==> src/rtl/wm_control_panel.sv <==
// wm_control_panel
//
// Front-panel controller that sits in front of washing_machine. It turns the raw,
// bouncy START/PAUSE push-buttons and the door switch into a clean one-cycle start
// pulse and a pause level, and it watches done to release the door lock.
//
// Build option:
//   WM_BUZZER_EN  When defined, FINISH drives a buzzer for BUZZ_CYCLES cycles, and
//                 FINISH lasts max(UNLOCK_DELAY, BUZZ_CYCLES) cycles. When undefined,
//                 buzzer is tied low and there is no buzz counter.
//
// Parameters:
//   DEBOUNCE_CYCLES  stable synced samples needed to accept a button level (>=1)
//   UNLOCK_DELAY     cycles door_lock stays high in FINISH (>=1)
//   BUZZ_CYCLES      buzzer on-time in FINISH (exists only with WM_BUZZER_EN)
//
// Ports:
//   clk            in   system clock, rising edge
//   res            in   asynchronous active-low reset
//   btn_start_raw  in   raw START button, asynchronous, 1 = pressed
//   btn_pause_raw  in   raw PAUSE button, asynchronous, 1 = pressed
//   door_closed    in   door switch, synchronous to clk, 1 = closed
//   done           in   cycle-complete level from washing_machine
//   start          out  one-cycle start pulse to washing_machine
//   pause          out  pause level to washing_machine
//   door_lock      out  door solenoid lock
//   busy           out  high whenever the FSM is not in IDLE
//   err_door       out  one-cycle pulse: start refused or door opened mid-run
//   buzzer         out  finish tone
//
// FSM states:
//   state     | meaning
//   ----------+------------------------------------------------------------
//   ST_IDLE   | waiting for a start press, door unlocked
//   ST_RUN    | cycle running, door locked
//   ST_PAUSED | cycle held (pause press or door opened), pause output high
//   ST_FINISH | done seen, door held locked for UNLOCK_DELAY, then unlocked

module wm_control_panel #(
    parameter int DEBOUNCE_CYCLES = 4,
`ifdef WM_BUZZER_EN
    parameter int BUZZ_CYCLES     = 8,
`endif
    parameter int UNLOCK_DELAY    = 3
) (
    input  logic clk,
    input  logic res,
    input  logic btn_start_raw,
    input  logic btn_pause_raw,
    input  logic door_closed,
    input  logic done,
    output logic start,
    output logic pause,
    output logic door_lock,
    output logic busy,
    output logic err_door,
    output logic buzzer
);

    typedef enum logic [1:0] {
        ST_IDLE   = 2'd0,
        ST_RUN    = 2'd1,
        ST_PAUSED = 2'd2,
        ST_FINISH = 2'd3
    } state_t;

    localparam int DB_W = (DEBOUNCE_CYCLES > 1) ? $clog2(DEBOUNCE_CYCLES) : 1;
    localparam int UL_W = (UNLOCK_DELAY > 1) ? $clog2(UNLOCK_DELAY) : 1;
    localparam logic [DB_W-1:0] DB_TC   = DB_W'(DEBOUNCE_CYCLES - 1);
    localparam logic [UL_W-1:0] UL_LOAD = UL_W'(UNLOCK_DELAY - 1);

    // ------------------------------------------------------------------
    // Button conditioning. Bit 0 = START, bit 1 = PAUSE.
    // ------------------------------------------------------------------
    logic [1:0]           raw;
    logic [1:0]           sync1;
    logic [1:0]           sync2;
    logic [1:0]           db_lvl;
    logic [1:0]           db_lvl_d;
    logic [1:0][DB_W-1:0] db_cnt;
    logic [1:0]           evt;
    logic                 start_evt;
    logic                 pause_evt;

    assign raw = {btn_pause_raw, btn_start_raw};

    // The counter tracks how many consecutive synced samples disagree with the
    // accepted level; any agreeing sample throws the partial count away.
    always_ff @(posedge clk or negedge res) begin
        if (!res) begin
            sync1    <= '0;
            sync2    <= '0;
            db_lvl   <= '0;
            db_lvl_d <= '0;
            db_cnt   <= '0;
        end else begin
            sync1    <= raw;
            sync2    <= sync1;
            db_lvl_d <= db_lvl;
            for (int i = 0; i < 2; i++) begin
                if (sync2[i] == db_lvl[i]) begin
                    db_cnt[i] <= '0;
                end else if (db_cnt[i] == DB_TC) begin
                    db_lvl[i] <= sync2[i];
                    db_cnt[i] <= '0;
                end else begin
                    db_cnt[i] <= db_cnt[i] + 1'b1;
                end
            end
        end
    end

    // Only presses produce events; releases are deliberately silent.
    assign evt       = db_lvl & ~db_lvl_d;
    assign start_evt = evt[0];
    assign pause_evt = evt[1];

    // ------------------------------------------------------------------
    // Sequencing FSM. Every output is registered alongside the state.
    // ------------------------------------------------------------------
    state_t          state;
    state_t          state_nxt;
    logic            start_nxt;
    logic            pause_nxt;
    logic            lock_nxt;
    logic            busy_nxt;
    logic            err_nxt;
    logic            fin_done;
    logic [UL_W-1:0] unlock_cnt;
    logic [UL_W-1:0] unlock_nxt;

`ifdef WM_BUZZER_EN
    localparam int BZ_W = (BUZZ_CYCLES > 1) ? $clog2(BUZZ_CYCLES) : 1;
    localparam logic [BZ_W-1:0] BZ_LOAD = BZ_W'(BUZZ_CYCLES - 1);

    logic [BZ_W-1:0] buzz_cnt;
    logic [BZ_W-1:0] buzz_nxt;
    logic            buzzer_nxt;
`endif

    always_ff @(posedge clk or negedge res) begin
        if (!res) begin
            state      <= ST_IDLE;
            start      <= 1'b0;
            pause      <= 1'b0;
            door_lock  <= 1'b0;
            busy       <= 1'b0;
            err_door   <= 1'b0;
            unlock_cnt <= '0;
        end else begin
            state      <= state_nxt;
            start      <= start_nxt;
            pause      <= pause_nxt;
            door_lock  <= lock_nxt;
            busy       <= busy_nxt;
            err_door   <= err_nxt;
            unlock_cnt <= unlock_nxt;
        end
    end

`ifdef WM_BUZZER_EN
    always_ff @(posedge clk or negedge res) begin
        if (!res) begin
            buzz_cnt <= '0;
            buzzer   <= 1'b0;
        end else begin
            buzz_cnt <= buzz_nxt;
            buzzer   <= buzzer_nxt;
        end
    end
`else
    assign buzzer = 1'b0;
`endif

    always_comb begin
        state_nxt  = state;
        start_nxt  = 1'b0;
        err_nxt    = 1'b0;
        pause_nxt  = pause;
        lock_nxt   = door_lock;
        unlock_nxt = unlock_cnt;
        fin_done   = 1'b0;
`ifdef WM_BUZZER_EN
        buzz_nxt   = buzz_cnt;
        buzzer_nxt = buzzer;
`endif

        case (state)
            ST_IDLE: begin
                pause_nxt = 1'b0;
                lock_nxt  = 1'b0;
                if (start_evt) begin
                    if (door_closed) begin
                        start_nxt = 1'b1;
                        lock_nxt  = 1'b1;
                        state_nxt = ST_RUN;
                    end else begin
                        err_nxt = 1'b1;
                    end
                end
            end

            ST_RUN: begin
                if (done) begin
                    pause_nxt  = 1'b0;
                    unlock_nxt = UL_LOAD;
                    state_nxt  = ST_FINISH;
`ifdef WM_BUZZER_EN
                    buzz_nxt   = BZ_LOAD;
                    buzzer_nxt = 1'b1;
`endif
                end else if (!door_closed) begin
                    err_nxt   = 1'b1;
                    pause_nxt = 1'b1;
                    state_nxt = ST_PAUSED;
                end else if (pause_evt) begin
                    pause_nxt = 1'b1;
                    state_nxt = ST_PAUSED;
                end
            end

            ST_PAUSED: begin
                pause_nxt = 1'b1;
                // Either button resumes; both in the same cycle count as one resume.
                if (start_evt || pause_evt) begin
                    if (door_closed) begin
                        pause_nxt = 1'b0;
                        state_nxt = ST_RUN;
                    end else begin
                        err_nxt = 1'b1;
                    end
                end
            end

            ST_FINISH: begin
                pause_nxt = 1'b0;
                // Down-counters park at zero so the lock and the buzzer can end
                // independently; the state leaves only once both have expired.
                if (unlock_cnt == '0) begin
                    lock_nxt = 1'b0;
                end else begin
                    unlock_nxt = unlock_cnt - 1'b1;
                end
                fin_done = (unlock_cnt == '0);
`ifdef WM_BUZZER_EN
                if (buzz_cnt == '0) begin
                    buzzer_nxt = 1'b0;
                end else begin
                    buzz_nxt = buzz_cnt - 1'b1;
                end
                fin_done = fin_done && (buzz_cnt == '0);
`endif
                if (fin_done) begin
                    state_nxt = ST_IDLE;
                end
            end

            default: begin
                state_nxt = ST_IDLE;
            end
        endcase

        busy_nxt = (state_nxt != ST_IDLE);
    end

endmodule

==> config.mk <==
export PLATFORM = sky130hd
export DESIGN_NAME = wm_control_panel
export DESIGN_NICKNAME = d
export VERILOG_FILES = /design/src/rtl/wm_control_panel.sv
export SDC_FILE = /design/constraint.sdc
export NUM_CORES = 1
export LEC_CHECK = 0
export ABC_AREA = 1
export CAP_MARGIN = 20
export CORE_MARGIN = 2
export CORE_UTILIZATION = 56
export CTS_CLUSTER_DIAMETER = 30
export DETAILED_ROUTE_END_ITERATION = 8
export PLACE_DENSITY = 0.81
export SYNTH_ARGS = -nofsm -noshare
export SYNTH_HDL_FRONTEND = slang
export SYNTH_SLANG_ARGS = --single-unit
==> constraint.sdc <==
create_clock -name clk -period 2.1 [get_ports clk]
set_input_delay 0.315 -clock clk [delete_from_list [all_inputs] [get_ports clk]]
set_output_delay 0.315 -clock clk [all_outputs]
set_load 0.02 [all_outputs]
## Yosys cells after proc, flatten, opt, wreduce, memory -nomap -nowiden

Index checks and enable logic that the tools add are counted.

- Flip-flop bits (word level): 21
- Input port bits: 6
- Output and inout port bits: 6

- Add/sub/neg operators: 3
- Eq/ne operators: 11
- Multiplexer cells: 30
- Bitwise logic cells: 4
- Reductions and logical operators: 11

Operators with widths:

| kind | count |
|---|---|
| 2-bit 2-to-1 mux | 13 |
| 1-bit 2-to-1 mux | 12 |
| 2-bit == test (second input constant) | 4 |
| 2-bit one-hot mux with 4 select lines | 1 |
| 2-bit inequality test (second input constant) | 3 |
| 1-bit one-hot mux with 3 select lines | 2 |
| 2-bit AND reduction | 3 |
| 2-bit nonzero test | 3 |
| 2-bit by 1-bit adder with 2-bit output (second input constant) | 2 |
| 2-bit zero test | 2 |
| 4-bit inequality test (second input constant) | 1 |
| 2-bit one-hot mux with 2 select lines | 1 |
| 3-bit AND reduction | 1 |
| 2-bit bitwise AND | 1 |
| 1-bit == test | 2 |
| 2-bit by 1-bit == test with 1-bit output (second input constant) | 1 |
| 1-bit inverter | 2 |
| 2-bit inverter | 1 |
| 1-bit one-hot mux with 2 select lines | 1 |
| 2-bit OR reduction | 1 |
| 2-bit by 1-bit subtractor with 2-bit output (second input constant) | 1 |
| 1-bit logical OR | 1 |

## Longest topological paths before layout

- Depth in word-level cells: 7
- Gate-level depth with buffers: 9

## Least setup slack after synthesis

No wires, ideal clock.

- Kind: register to register
- From: register unlock_cnt[0]
- To: register busy
- Setup time: 0.126 ns
- Data arrival time: 0.979 ns
- Data required time: 1.974 ns
- Setup slack: 0.995 ns
- Cell stages (with the launch flop): 10
- Path buffers: 0
- Clock period less this slack: 1.105 ns
- Cells stage by stage: dfrtp_1 > inv_1 > ha_1 > inv_1 > nand3_2 > nand3_1 > nand2_1 > nand2_1 > nand2_1 > nand3_2

- Longest elaborated chain between the ends: 4

RTL lines:

| what | line | text |
|---|---|---|
| start, declared | 129 | `logic [UL_W-1:0] unlock_cnt;` |
| start signal, assigned | 157 | `unlock_cnt <= unlock_nxt;` |
| 2-bit zero test | 244 | `fin_done = (unlock_cnt == '0);` |
| 2-bit 2-to-1 mux | 253 | `if (fin_done) begin` |
| 2-bit one-hot mux with 4 select lines | 188 | `case (state)` |
| 2-bit nonzero test | 263 | `busy_nxt = (state_nxt != ST_IDLE);` |
| via busy_nxt | 126 | `logic busy_nxt;` |
| end signal, assigned | 155 | `busy <= busy_nxt;` |
| end, declared | 55 | `output logic busy,` |

The timed path passes the listed nets, and every way through them passes these cells.
A chain may end at the register's enable or synchronous reset.

## Worst setup path after layout

- From: register door_lock
- To: output door_lock

RTL lines:

| what | line | text |
|---|---|---|
| start, declared | 54 | `output logic door_lock,` |
| start signal, assigned | 154 | `door_lock <= lock_nxt;` |

No word-level cell between the ends.

==> flow_summary.ini <==
[cells_and_area]
fillers = 132
layout.nets = 117
regArea_um2 = 526
most-common-layout-cells = dfrtp_1 (21), nand2_1 (20), inv_1 (15)
fin_cells = 123
finish.utilization_pct = 69.2
drive_gt1_share_pct = 15.0
antennaDiodeCount = 0
area_growth_pct = 15.2
multi_input_area_um2 = 308
final_common_cell = dfrtp_1

[worst_setup_path]
required_ns = 1.78
ff2ff_path_depth = 9
cp-end-kind = primary output
r2r_slack_ns = 0.88
cp.arrival_ns = 1.27
cpPeakStageDelay_ns = 0.61
worstPathCellList = clkdlybuf4s50_1
worstSetupStartpointType = flip-flop
rr_startpoint = unlock_cnt[0]
crit_slowest_cell = clkdlybuf4s50_1
worst-setup-path-type = reg2out
r2r_end = busy
crit_fanout = 2
cp_top_family = buffers and inverters
cp_num_buf_inv = 1
cp.depth = 1

[clock_tree]
cts_buffers = 3
clk_latency_ns = 0.30
htreeDepth = 1
postCtsHoldBufs = 0
ctsRootBufferMaster = clkbuf_4
cts_tree = yes
cts_setup_buffers = 0
post_cts_resized = 0
cts.sinks = 21
clkTransAtPathRegs_ns = 0.12
clockBufferDepth = 2

[floorplanning]
die_area_mm2 = 0.00197
num_rows = 14
core_mm2 = 0.00152
die_w_um = 44.4
die_h_um = 44.4
floorplan.initialDensity_pct = 60.1
ioPinCount = 12

[synth]
ys_seq_area_share_pct = 57.4
synth_area_per_cell_um2 = 9.74
yosys_warnings = 0
synth.top_cells.by_area = dfrtp_1 (57%), nand2_1 (8.2%), inv_1 (6.1%)
synth_seq_cells = 21
yosysTopAreaCell = dfrtp_1
synthCells = 94
synth_area_um2 = 916
synth_fp_nets = 103
synth_cell_types = 21
synth_top_area_share_pct = 57.4

[route]
num_vias = 612
routed_wl_um = 1370
detail_route.wl_per_cell_um = 11.1
drc = 0
firstDrtPassIters = 4
drt_iter0_markers = 4
ant_nets = 0
viasPerCell = 4.98

[global_route]
antenna_found_initial = 0
overflow = 0
grt_pass1_wl_um = 2380
first_global_vias = 596
grt_max_degree = 22
grt_usage_pct = 17.3

[outcome]
status = completed

[placed_design]
placedCellCount = 119
dp_slack_ns = 0.541
port_buffers = 10
gp_congestion = 0.807
dp_hpwl_um = 1060

[timing]
min_period_ns = 1.59
post-route-period-util_pct = 75.5
maxSlewViolCount = 0
max_freq_ghz = 0.631
rsz0062_at_grt = false
fin_skew_ns = 0.00157
setup_viol = 0
hold_violations = 0
fin_ws_ns = 0.514
fin_setup_tns_ns = 0

[power]
peakVddDrop_mv = 0.653
p_per_area_mw_per_mm2 = 1280
p_leak_nw = 0.553

[hold_path]
holdCritPathClass = in2async

[flow_run]
cap_violations = 0
[through the flow]
| step | power, mW | hold WS, ns | cell area, um^2 |
|---|---|---|---|
| after floorplan | 1.01 | 0.0194 | 916 |
| after global placement | 1.15 | 0.334 | 1020 |
| after detailed placement | 1.17 | 0.338 | 1020 |
| after CTS | 1.37 | 0.342 | 1050 |
| after global routing | 1.46 | 0.345 | 1050 |
| final | 1.35 | 0.340 | 1050 |
[registers in the layout (all words and copies together) (netlist names)]
register,cells
db_lvl,2
db_lvl_d,2
busy,1
state,2
db_cnt,4
start,1
pause,1
door_lock,1
err_door,1
sync2,2
sync1,2
unlock_cnt,2
[final cells by class]
class	instances	area share, %
Timing Repair Buffer	11	10.2
Tap cell	16	1.90
Inverter	17	6.05
Clock inverter	1	0.712
Clock buffer	3	2.14
Multi-Input combinational cell	54	29.2
Sequential cell	21	49.8
[routing by layer]
metal	vias up	share of wire, %	global-route usage, %
met5	-	0	0
met1	281	46	21.0
li1	316	-	-
met4	0	1.2	9.09
met2	13	49	28.8
met3	2	3.4	3.67
[worst reg2reg max path, stage by stage (launching register included)]
cell	delay [ns]
dfrtp_1	0.41
inv_1	0.06
ha_1	0.17
inv_1	0.05
nand3_2	0.08
nand3_1	0.09
nand2_1	0.06
nand2_1	0.05
nand2_1	0.08
nand3_2	0.06
[kinds of logic after synthesis]
kind of cell / share of synthesized area, %
AO/OA/AOI/OAI: 5.19
other: 0.409
flip-flops: 57.4
XOR/XNOR: 1.91
adder cells (fa/ha/maj): 4.10
multiplexers: 1.23
buffers and inverters: 9.02
AND/OR/NAND/NOR: 20.8
[cells in the mapped netlist]
cell type,number
nor2_1,5
nand2_1,20
conb_1,1
buf_6,1
dfrtp_1,21
ha_1,3
nor2_4,1
nor2_2,3
nand4_1,1
xnor2_1,2
o221ai_1,1
inv_2,2
nor3_1,2
inv_1,15
o21ai_0,4
buf_4,1
a21oi_1,2
mux2_2,1
nand3_2,3
nand3_1,4
a21oi_2,1
[worst max-delay path by stage]
stage	start	endpoint
floorplan	unlock_cnt[0]	busy
global placement	door_closed	busy
detailed placement	door_closed	busy
CTS	door_lock	door_lock
global route	door_lock	door_lock
finish	door_lock	door_lock
[power by group]
| part | switching [mW] | internal, mW | total, mW | leakage (nW) |
|---|---|---|---|---|
| Clock | 0.122 | 0.0724 | 0.194 | 0.0139 |
| Combinational | 0.290 | 0.224 | 0.514 | 0.278 |
| Sequential | 0.104 | 0.539 | 0.643 | 0.261 |
| Total | 0.515 | 0.836 | 1.35 | 0.553 |
No activity file was read; power rests on OpenSTA's default activity.
==> RTL change 1, RTL diff (same settings) <==
Set the parameter `UNLOCK_DELAY` to 5 (it was 3).
--- a/src/rtl/wm_control_panel.sv
+++ b/src/rtl/wm_control_panel.sv
@@ -41,7 +41,7 @@
 `ifdef WM_BUZZER_EN
     parameter int BUZZ_CYCLES     = 8,
 `endif
-    parameter int UNLOCK_DELAY    = 3
+    parameter int UNLOCK_DELAY    = 5
 ) (
     input  logic clk,
     input  logic res,
Behaviour: same outputs for any inputs over 10 cycles, from zero or initial values; that may be too few to reach the edited logic, so the function may still have changed.
==> RTL change 1 against the unedited design <==
- sequential cell count increased by 1
- global-route usage increased by 1.1 points
- largest power group unchanged
- synthesized area increased by 1.2%
- wire length increased by 3.3%
- power increased by 11%
- critical path type unchanged
- cell area increased by 2.7%
- worst setup slack got worse by 0.010 ns
- sequential share of layout area increased by 0.99 points
- synthesized cell count decreased by 1.1%
- via count increased by 0.33%
- register-to-register slack got worse by 0.19 ns
==> RTL change 1: results (changes against the unedited design) <==
mux cell area share after synthesis=2.43% (was 1.23%); drt via density=4.99 (was 4.98); cell family with most CP delay=buffers and inverters (unchanged); Worst EP arrival=1.28 ns; CP max stage delay=0.61 ns (about the same); Worst Setup EP=busy (was door_lock); Synth cell types=21 (unchanged); adder-cell share of the synthesized area=5.40% (was 4.10%); worst skew pair latency=0.30 ns (about the same); clock skew=0.0113 ns (was 0.00157 ns); Max VDD drop=0.741 mV (was 0.653 mV); top cells by area, synth=dfrtp_1 59%, ha_1 5.4%, inv_1 5.3% (was dfrtp_1 57%, nand2_1 8.2%, inv_1 6.1%); clk buf depth=2 (unchanged); status=finished clean (unchanged); GP Congestion=0.869 (was 0.807); # Post-CTS Setup Buffers=0 (unchanged); 1st-iter DRT viols=8 (was 4); largest net degree at the start of global routing=23 (was 22); RR Endpoint=busy (unchanged); leakage power=0.559 nW (was 0.553 nW); reg2reg setup slack=0.69 ns (was 0.88 ns); Root Driver=clkbuf_4 (unchanged); top flop regs=db_cnt x4, unlock_cnt x3; Reg-to-Reg Start=unlock_cnt[0] (unchanged); Tot GR Track Use=18.4% (was 17.3%); pre-CTS setup slack=0.498 ns (was 0.541 ns); NumNets Final=118 (was 117); Syn Nets=103 (unchanged); # resized after CTS=0 (unchanged); top post-synthesis cells by count=22 x dfrtp_1, 13 x inv_1, 12 x nand2_1 (was 21 x dfrtp_1, 20 x nand2_1, 15 x inv_1); hpwl dp=1060 µm (about the same); H-tree lvl count=1 (unchanged); CTS Buf Count=3 (unchanged); Synth Area in Compound Gates=5.40% (was 5.19%); IO Port Bufs=10 (unchanged); Crit. Startpoint=busy (was door_lock); crit path max-delay cell type=clkdlybuf4s50_1 (unchanged); cell-internal power=0.940 mW (was 0.836 mW); Warnings, synthesis=0 (unchanged); Hold WC Path Type=in2async (unchanged); FFs w/ async S/R, synth=100% (unchanged); # diodes=0 (unchanged); Final period util=76.0% (was 75.5%); antenna violations before repair=0 (unchanged); fraction of layout cells with a size suffix above 1=14.0% (was 15.0%); first-pass GRT wire length=2610 µm (was 2380 µm); worst r2r path cells=7 (was 9); vias in the first global route=602 (was 596); DRT Pass-1 Iters=4 (unchanged); worst-path maximum fanout=1 (was 2); Worst-path clk slew=0.12 ns (about the same); Synth Area in XOR/XNOR=2.83% (was 1.91%); Routed WL per cell=11.5 µm (was 11.1 µm); area of placed instances=1050 µm² (was 1020 µm²); fraction of the yosys area taken by sequential cells=59.4% (was 57.4%)
==> RTL change 1: worst min-delay path by stage <==
stage | startpoint | endpoint | slack, ns | cells after the start
after floorplan | res | busy | 0.02 | 0
after global placement | sync1[0] | sync2[0] | 0.34 | 0
after detailed placement | sync1[1] | sync2[1] | 0.35 | 0
after CTS | res | db_cnt[0] | 0.34 | 2
after global routing | res | sync1[1] | 0.38 | 2
final | res | sync1[1] | 0.34 | 2
==> RTL change 1: power by group through the flow <==
| stage | Combinational [mW] | Sequential, mW | Clock (mW) |
|---|---|---|---|
| floorplan | 0.375 | 0.725 | 0 |
| global placement | 0.567 | 0.691 | 0 |
| detailed placement | 0.588 | 0.698 | 0 |
| CTS | 0.590 | 0.692 | 0.231 |
| global route | 0.675 | 0.708 | 0.245 |
| finish | 0.585 | 0.690 | 0.225 |
==> RTL change 1: kinds of logic (layout without fill, tap and decap cells) <==
| group | count (synthesis) | count (layout) |
|---|---|---|
| mux | 2 | 2 |
| compound gates | 8 | 8 |
| other cells | 1 | 1 |
| flops | 22 | 22 |
| xor+xnor | 3 | 3 |
| buf+inv | 18 | 32 |
| simple gates | 35 | 35 |
| fa+ha+maj | 4 | 4 |
==> RTL change 1: layer usage <==
metal	GRT usage, %	vias to the layer above	wire (µm)
li1	-	314	-
met1	26.9	282	699
met2	27.2	16	633
met3	2.40	2	64
met4	9.09	0	15
met5	0	-	0
==> RTL change 1: area by class of cell <==
type	count	area (µm²)
multi-input cells	53	305
clock buffers	4	36.3
fillers	116	440
flip-flops and latches	22	551
repair buffers	11	108
inverters	17	63.8
well taps	16	20.0
==> RTL change 1: per-stage QoR <==
stage | instances | util [%] | hold slack [ns]
2_1_floorplan | 93 | - | 0.0194
3_3_place_gp | 119 | 68.7 | 0.336
3_5_place_dp | 119 | 68.7 | 0.350
4_1_cts | 123 | 71.1 | 0.343
5_1_grt | 123 | 71.1 | 0.377
6_report | 123 | 71.1 | 0.338
==> RTL change 2, RTL diff (same settings) <==
Without the edit above. Re-encode `state_t` (4 states) as one-hot, 4 bits wide.
--- a/src/rtl/wm_control_panel.sv
+++ b/src/rtl/wm_control_panel.sv
@@ -57,11 +57,11 @@
     output logic buzzer
 );
 
-    typedef enum logic [1:0] {
-        ST_IDLE   = 2'd0,
-        ST_RUN    = 2'd1,
-        ST_PAUSED = 2'd2,
-        ST_FINISH = 2'd3
+    typedef enum logic [3:0] {
+        ST_IDLE   = 4'b0001,
+        ST_RUN    = 4'b0010,
+        ST_PAUSED = 4'b0100,
+        ST_FINISH = 4'b1000
     } state_t;
 
     localparam int DB_W = (DEBOUNCE_CYCLES > 1) ? $clog2(DEBOUNCE_CYCLES) : 1;
Check against the original RTL: no difference found for any inputs over 10 cycles, from zero or initial values; not proved beyond that.
==> RTL change 2 against the unedited design <==
- first-iteration DRC count grew to 2.8 times the old value
- power is 1.7% higher
- sequential power is 3.3% higher
- highest routed layer unchanged
- combinational power is 0.8% higher
- wire length is 8.3% higher
- synthesized area is 9.7% higher
- hold slack better by 0.0080 ns
- worst setup slack worse by 0.020 ns
- via count is 11% higher
- cell area is 10% higher
- sequential cell count is 2 higher
- core utilization is 1.2 points lower
==> RTL change 2: results (changes against the unedited design) <==
status=finished clean (unchanged); DRT Pass-1 Iters=4 (unchanged); # diodes=0 (unchanged); Routed WL per cell=10.5 µm (was 11.1 µm); hpwl dp=1170 µm (was 1060 µm); worst r2r path cells=5 (was 9); met2 wire length=711 µm (was 676 µm); met1 WL=664 µm (was 627 µm); routed wl met3=57 µm (was 47 µm); Synth Area in Compound Gates=1.25% (was 5.19%); 1st-iter DRT viols=11 (was 4); largest net degree at the start of global routing=14 (was 22); top post-synthesis cells by count=22 x dfrtp_1, 21 x nand2_1, 15 x inv_1 (was 21 x dfrtp_1, 20 x nand2_1, 15 x inv_1); # resized after CTS=0 (unchanged); Tot GR Track Use=17.6% (was 17.3%); top flop regs=db_cnt x4, state x4; Flop pwr share=48.3% (was 47.6%); Worst EP arrival=1.29 ns (was 1.27 ns); area of placed instances=1140 µm² (was 1020 µm²); Total Wirelength=1480 µm (was 1370 µm); NumNets Final=126 (was 117); Setup TNS=0 ns (unchanged); mux cell area share after synthesis=2.24% (was 1.23%); first-pass GRT wire length=2530 µm (was 2380 µm); Comb power=0.518 mW (was 0.514 mW); vias in the first global route=605 (was 596); # Post-CTS Setup Buffers=0 (unchanged); top cells by area, synth=dfrtp_1 55%, nand2_1 7.8%, inv_1 5.6% (was dfrtp_1 57%, nand2_1 8.2%, inv_1 6.1%); cell family with most CP delay=buffers and inverters (unchanged); clk sink count=23 (was 21); leakage power=0.605 nW (was 0.553 nW); adder-cell share of the synthesized area=3.74% (was 4.10%); Worst Setup EP=pause (was door_lock); clock skew=0.000818 ns (was 0.00157 ns); Max Transition Viols Final=0 (unchanged); CTS Buf Count=3 (unchanged); placed cells=137 (was 119); Synth cell types=22 (was 21); worst-path maximum fanout=2 (unchanged); via count=680 (was 612); syn avg cell area=9.85 µm² (was 9.74 µm²); fraction of layout cells with a size suffix above 1=19.8% (was 15.0%); crit path max-delay cell type=clkdlybuf4s50_1 (unchanged); Synth Area in XOR/XNOR=1.74% (was 1.91%); reg2reg setup slack=0.84 ns (was 0.88 ns); Reg-to-Reg Start=state[0] (was unlock_cnt[0]); Crit. Startpoint=pause (was door_lock); Syn Nets=111 (was 103); fraction of the yosys area taken by sequential cells=57.4% (about the same); GP Congestion=0.902 (was 0.807); Max VDD drop=0.769 mV (was 0.653 mV); CP max stage delay=0.61 ns (about the same); Sw Pwr=0.498 mW (was 0.515 mW)
[RTL change 2: cell count changes after synthesis, moves of 2 or more]
cell,delta
a21oi_1,-2
inv_2,+2
nand2_2,+6
nand4_1,+2
nor2_2,-2
o21ai_0,-3
[RTL change 2: through the flow]
step	util (%)	total power, mW	setup WS (ns)
after CTS	68.1	1.38	0.487
after global routing	68.1	1.49	0.451
final	68.1	1.37	0.494
after global placement	66.5	1.16	0.734
after detailed placement	66.5	1.19	0.666
after floorplan	-	1.03	1.00
[RTL change 2: worst register-to-register path, delay by kind of cell, from the launching register on]
kind                   cells  cell delay [ns]
buffers and inverters      1             0.03
DFF                        1             0.56
AOI/OAI and AO/OA          1             0.18
and+or+nand+nor            3             0.40
[RTL change 2: area by class of cell]
class                      count  area [µm²]
sequential                    23         577
fill                         129         546
multi-input combinational     59         349
timing repair buffer          11         108
inverter                      19        71.3
tap                           25        31.3
clock buffer                   4        26.3
[RTL change 2: worst min path at each step]
stage	from	end	slack, ns	cells past startpoint
after CTS	res	sync2[1]	0.36	1
after global placement	sync1[1]	sync2[1]	0.34	0
after floorplan	res	busy	0.02	0
final	res	sync2[1]	0.35	1
after global routing	sync1[1]	sync2[1]	0.38	0
after detailed placement	sync1[1]	sync2[1]	0.34	0
[RTL change 2: kinds of logic after synthesis]
group / count (synthesis)
AO/OA/AOI/OAI: 2
XOR/XNOR: 2
adder cells (fa/ha/maj): 3
buffers and inverters: 20
flip-flops: 23
multiplexers: 2
other: 1
AND/OR/NAND/NOR: 49
[RTL change 2: metal layers]
layer / GRT usage [%] / up-vias
li1: - / 339
met1: 20.2 / 322
met2: 28.1 / 12
met3: 6.27 / 7
met4: 10.3 / 0
met5: 0 / -
